$ cat config.mk
export PLATFORM = sky130hd
export DESIGN_NAME = accumulator_bank
export DESIGN_NICKNAME = d
export VERILOG_FILES = /design/src/rtl/accum_pkg.sv /design/src/rtl/addsub_sat.sv /design/src/rtl/accumulator_bank.sv
export SDC_FILE = /design/constraint.sdc
export NUM_CORES = 1
export LEC_CHECK = 0
export ABC_AREA = 1
export BUFFER_PORTS_ARGS = -buffer_cell sky130_fd_sc_hd__buf_2
export CORE_MARGIN = 10
export CORE_UTILIZATION = 57
export CTS_CLUSTER_SIZE = 12
export DETAILED_ROUTE_END_ITERATION = 10
export PLACE_DENSITY_LB_ADDON = 0.2
export SYNTH_ARGS = -nofsm -noshare
export SYNTH_HDL_FRONTEND = slang
export SYNTH_SLANG_ARGS = --single-unit
$ cat constraint.sdc
create_clock -name clk -period 3.3 [get_ports clk]
set_input_delay 0.66 -clock clk [delete_from_list [all_inputs] [get_ports clk]]
set_output_delay 0.66 -clock clk [all_outputs]
set_load 0.02 [all_outputs]
$ cat src/rtl/accum_pkg.sv
// accum_pkg: op encodings and channel-select width helper for accumulator_bank
package accum_pkg;
    localparam logic [1:0] OP_ADD   = 2'b00;
    localparam logic [1:0] OP_SUB   = 2'b01;
    localparam logic [1:0] OP_LOAD  = 2'b10;
    localparam logic [1:0] OP_CLEAR = 2'b11;
    function automatic int cw(input int ch);
        return (ch > 1) ? $clog2(ch) : 1;
    endfunction
endpackage

$ cat src/rtl/addsub_sat.sv
// addsub_sat: combinational N-bit add/subtract with carry, signed overflow and optional clamp
module addsub_sat #(
    parameter int N = 8
) (
    input  logic [N-1:0] x,
    input  logic [N-1:0] y,
    input  logic         sub,
    input  logic         sat_en,
    output logic [N-1:0] q,
    output logic         carryo,
    output logic         ovf
);
    logic [N-1:0] w_y;
    logic [N-1:0] w_r;
    assign w_y = sub ? ~y : y;
    assign {carryo, w_r} = {1'b0, x} + {1'b0, w_y} + {{N{1'b0}}, sub};
    // inverting y folds the SUB overflow rule into the ADD one
    assign ovf = (x[N-1] == w_y[N-1]) && (w_r[N-1] != x[N-1]);
    assign q = (sat_en && ovf) ? (x[N-1] ? {1'b1, {(N-1){1'b0}}} : {1'b0, {(N-1){1'b1}}}) : w_r;
endmodule

$ cat src/rtl/accumulator_bank.sv
// accumulator_bank: CH-channel N-bit accumulator bank sharing one add/sub datapath
module accumulator_bank
    import accum_pkg::*;
#(
    parameter int N   = 8,
    parameter int CH  = 4,
    parameter int SAT = 0
) (
    input  logic                 clk,
    input  logic                 reset,
    input  logic                 in_valid,
    input  logic [1:0]           op,
    input  logic [cw(CH)-1:0]    ch,
    input  logic [N-1:0]         A,
    output logic [N-1:0]         S,
    output logic                 out_valid,
    output logic                 carry,
    output logic                 overflow,
    output logic                 err,
    output logic [CH-1:0]        ovf_sticky,
    input  logic [cw(CH)-1:0]    rd_ch,
    output logic [N-1:0]         rd_data
);
    localparam int CW = cw(CH);
    logic [N-1:0]  r_acc [CH];
    logic [N-1:0]  r_s;
    logic          r_out_valid;
    logic          r_carry;
    logic          r_overflow;
    logic          r_err;
    logic [CH-1:0] r_sticky;
    logic [N-1:0]  w_view [2**CW];
    logic          w_ch_ok;
    logic          w_we;
    logic [CH-1:0] w_wen;
    logic          w_arith;
    logic [N-1:0]  w_q;
    logic          w_carryo;
    logic          w_ovf;
    logic [N-1:0]  w_new;
    // every select code maps to a channel or to zero, so no index runs off the array
    for (genvar g = 0; g < 2**CW; g++) begin : g_view
        if (g < CH) begin : g_in
            assign w_view[g] = r_acc[g];
        end else begin : g_out
            assign w_view[g] = '0;
        end
    end
    if (2**CW == CH) begin : g_full
        assign w_ch_ok = 1'b1;
    end else begin : g_part
        assign w_ch_ok = ch < CW'(CH);
    end
    for (genvar g = 0; g < CH; g++) begin : g_wen
        assign w_wen[g] = w_we && (ch == CW'(g));
    end
    assign w_we    = in_valid && w_ch_ok;
    assign w_arith = !op[1];
    addsub_sat #(.N(N)) u_addsub (
        .x      (w_view[ch]),
        .y      (A),
        .sub    (op == OP_SUB),
        .sat_en (SAT != 0),
        .q      (w_q),
        .carryo (w_carryo),
        .ovf    (w_ovf)
    );
    assign w_new = (op == OP_LOAD) ? A : (op == OP_CLEAR) ? '0 : w_q;
    always_ff @(posedge clk) begin
        if (reset) begin
            for (int i = 0; i < CH; i++) r_acc[i] <= '0;
            r_s         <= '0;
            r_out_valid <= 1'b0;
            r_carry     <= 1'b0;
            r_overflow  <= 1'b0;
            r_err       <= 1'b0;
            r_sticky    <= '0;
        end else begin
            r_out_valid <= w_we;
            r_err       <= in_valid && !w_ch_ok;
            if (w_we) begin
                r_s        <= w_new;
                r_carry    <= w_arith && w_carryo;
                r_overflow <= w_arith && w_ovf;
            end
            for (int i = 0; i < CH; i++) begin
                if (w_wen[i]) begin
                    r_acc[i] <= w_new;
                    if (op == OP_CLEAR) r_sticky[i] <= 1'b0;
                    else if (w_arith && w_ovf) r_sticky[i] <= 1'b1;
                end
            end
        end
    end
    assign S          = r_s;
    assign out_valid  = r_out_valid;
    assign carry      = r_carry;
    assign overflow   = r_overflow;
    assign err        = r_err;
    assign ovf_sticky = r_sticky;
    assign rd_data    = w_view[rd_ch];
endmodule

==> flow_summary.toml <==
[sta]
timing_hold_violations_final = 0
period_share_pct = 87.7
fin_setup_tns_ns = 0
setup_ws_ns = 0.406
timing.fmax_mhz = 345
fin_worst_skew_ns = 0.0144
final.min_clock_period_ns = 2.89
hold_slack_ns = 0.463
setup_viol = 0
final_max_slew_viol_count = 0
timing.slew.headroom_pct = 41.8
grt_setup_unrepaired = "no"
worstMarginPinSlew_ns = 0.863

[global_routing]
globalRoute.totalOverflow = 0
grt_start_max_net_pins = 19
antenna_found_initial = 0
gr-usage-all-layers_pct = 19.5
first_global_vias = 2475
grt_first_pass_wirelength_um = 11900

[power]
power.leakage_uw = 0.00145
ir_worst_vdd_v = 0.000328
power_per_cell_area_nw_per_um2 = 457
p_int_uw = 945
pwr-share-comb_pct = 24.5
netSwitchingPower_uw = 457
power.switching_fraction_pct = 32.6
clkPwrFrac_pct = 26.6
pwr-share-seq_pct = 48.9

[run]
timing.max_cap.violations = 0

[logic_synthesis]
ys_seq_area_share_pct = 46.1
synth_area_um2 = 2730
synth_seq_cells = 47
synth_top_area_share_pct = 35.1
netlist_instances = 341
synthDominantAreaCellType = "sky130_fd_sc_hd__edfxtp_1"
synth_ff_type = "sky130_fd_sc_hd__edfxtp_1"
synth_top_cells_by_area = "sky130_fd_sc_hd__edfxtp_1, sky130_fd_sc_hd__dfxtp_1, sky130_fd_sc_hd__nor2_1"
async_flop_share_pct = 0
number_of_library_cell_types_mapped_by_synthesis = 32
yosysMostFrequentCell = "sky130_fd_sc_hd__nor2_1"
postSynthNetCount = 366
ys.warnings.count = 0
post_synth.cell_area_avg_um2 = 8.02
synth_edf_count = 32
yosys-top-cells-count = "sky130_fd_sc_hd__nor2_1, sky130_fd_sc_hd__nand2_1, sky130_fd_sc_hd__inv_1, sky130_fd_sc_hd__edfxtp_1, sky130_fd_sc_hd__o21ai_0"

[layout]
fillers = 422
layout.nets = 406
num_antenna_cells = 0
syn2layout_area_growth_pct = 12.3
stdcell_count = 436
layout-drive-gt1-share_pct = 17.5

[route]
detailedRoute.firstPassIterationCount = 6
post-route-drc-count = 0
ant_nets = 0
drt_wl_total_um = 7510
route.detailed.wl_per_inst_um = 17.2
vias = 2535
viasPerCell = 5.81
drt_iter0_markers = 355

[clock_network]
post_cts.repair.setup_buffers = 0
htree_num_levels = 2
buffers_from_clock_root_to_sink_at_most = 2
cts-hold-fix-buffers = 0
cts-buffers-inserted = 5
clock-root-buffer = "sky130_fd_sc_hd__clkbuf_8"
clock_tree_sinks = 47
worst_setup_hold_path_clk_slew_ns = 0.09
clk_latency_ns = 0.31
tritoncts = "yes"
post_cts_resized = 0

[setup_path]
critPathKind = "in2reg"
critPathCaptureType = "flop"
critPathMaxFanout = 6
critPathArrivalTime_ns = 2.94
setup.reg_to_reg.worst_slack_ns = 0.73
cp_data_required_time_ns = 3.34
worstSetupStartpointType = "input port"

[floorplan]
initial_utilization_pct = 58.3
row_count = 25
io_pins = 41
fp.dieH_um = 89.3
core_area_um2 = 4690
dieArea_um2 = 7970
dieWidth_um = 89.3

[placement]
place_congestion = 0.894
place_worst_setup_slack_ns = 0.134
dpl.cell_count = 428
port_buffers = 39
place.detailed.hpwl_um = 5710

[run_status]
status = "completed"

[worst_hold_path]
hold_removal_path_class = "reg2reg"
[state kept, by name, indices dropped and copies added (netlist names)]
signal	flops
carry	1
r_acc	32
out_valid	1
overflow	1
ovf_sticky	4
S	8
[critical path, stage by stage]
cell                       delay (ns)
sky130_fd_sc_hd__buf_2           0.13
sky130_fd_sc_hd__inv_2           0.06
sky130_fd_sc_hd__nand2_1         0.11
sky130_fd_sc_hd__inv_1           0.13
sky130_fd_sc_hd__a22o_1          0.20
sky130_fd_sc_hd__a221oi_1        0.43
sky130_fd_sc_hd__inv_1           0.11
sky130_fd_sc_hd__ha_1            0.30
sky130_fd_sc_hd__nand2_1         0.05
sky130_fd_sc_hd__inv_1           0.06
sky130_fd_sc_hd__nand3_2         0.07
sky130_fd_sc_hd__nand2_2         0.09
sky130_fd_sc_hd__nand3_1         0.10
sky130_fd_sc_hd__nand2_1         0.07
sky130_fd_sc_hd__nand2_1         0.05
sky130_fd_sc_hd__nand3_1         0.21
sky130_fd_sc_hd__a21oi_1         0.11
[cell type report]
type                            instances  area (um2)  area share, %
Multi-Input combinational cell        236        1250           40.7
Sequential cell                        47        1260           41.1
Tap cell                               54        67.6           2.20
Clock buffer                            6        82.6           2.69
Clock inverter                          2        13.8          0.448
Timing Repair Buffer                   40         203           6.60
Inverter                               51         191           6.24
[power by group through the flow]
| stage | Sequential (uW) | Combinational [uW] | Clock (uW) |
|---|---|---|---|
| global placement | 698 | 332 | 0 |
| detailed placement | 698 | 338 | 0 |
| finish | 685 | 344 | 374 |
| global route | 689 | 382 | 396 |
| floorplan | 708 | 219 | 0 |
| CTS | 685 | 340 | 377 |
[metrics by stage]
step | cell area (um2) | total power, uW | utilization [%]
finish | 3070 | 1400 | 65.4
global route | 3070 | 1470 | 65.4
CTS | 3070 | 1400 | 65.4
detailed placement | 2970 | 1040 | 63.4
global placement | 2970 | 1030 | 63.4
floorplan | 2730 | 927 | -
[kinds of logic (layout without fill, tap and decap cells)]
logic type	after synthesis	in the layout	share of synthesized area [%]
simple gates	139	139	22.0
buf+inv	58	99	8.15
fa+ha+maj	8	8	3.94
flops	47	47	46.1
other cells	1	1	0.137
compound gates	81	81	17.4
xor+xnor	7	7	2.24
[cell usage in the layout (no fill, tap or decap), types with 3 or more instances in the layout]
master and n:
sky130_fd_sc_hd__nand2_2 6, sky130_fd_sc_hd__o21ai_0 30, sky130_fd_sc_hd__nor2_1 57, sky130_fd_sc_hd__a22oi_1 9, sky130_fd_sc_hd__o211ai_1 3, sky130_fd_sc_hd__ha_1 7
sky130_fd_sc_hd__edfxtp_1 32, sky130_fd_sc_hd__nand3_1 11, sky130_fd_sc_hd__xnor2_1 4, sky130_fd_sc_hd__a21oi_1 22, sky130_fd_sc_hd__a21oi_2 4, sky130_fd_sc_hd__inv_1 49
sky130_fd_sc_hd__o22ai_1 9, sky130_fd_sc_hd__nand2_1 56, sky130_fd_sc_hd__nand3_2 3, sky130_fd_sc_hd__dfxtp_1 15, sky130_fd_sc_hd__clkbuf_8 6, sky130_fd_sc_hd__xor2_1 3
sky130_fd_sc_hd__buf_2 39
[metal layers]
metal | vias up | track usage [%] | wire (um)
met5 | - | 0 | 0
met4 | 0 | 7.08 | 161
met3 | 16 | 4.47 | 765
met2 | 154 | 32.0 | 3490
met1 | 1149 | 24.6 | 3100
li1 | 1216 | - | -
[path summary, 6_finish.rpt]
kind                                     from       endpoint  depth (start not counted)
worst max-delay path                    ch[0]    r_acc[0][5]                         17
worst min register to register  ovf_sticky[2]  ovf_sticky[2]                          2
worst max register to register    r_acc[3][1]    r_acc[0][5]                         13
worst min-delay path            ovf_sticky[2]  ovf_sticky[2]                          2
Power figures use the tool's default switching activity.
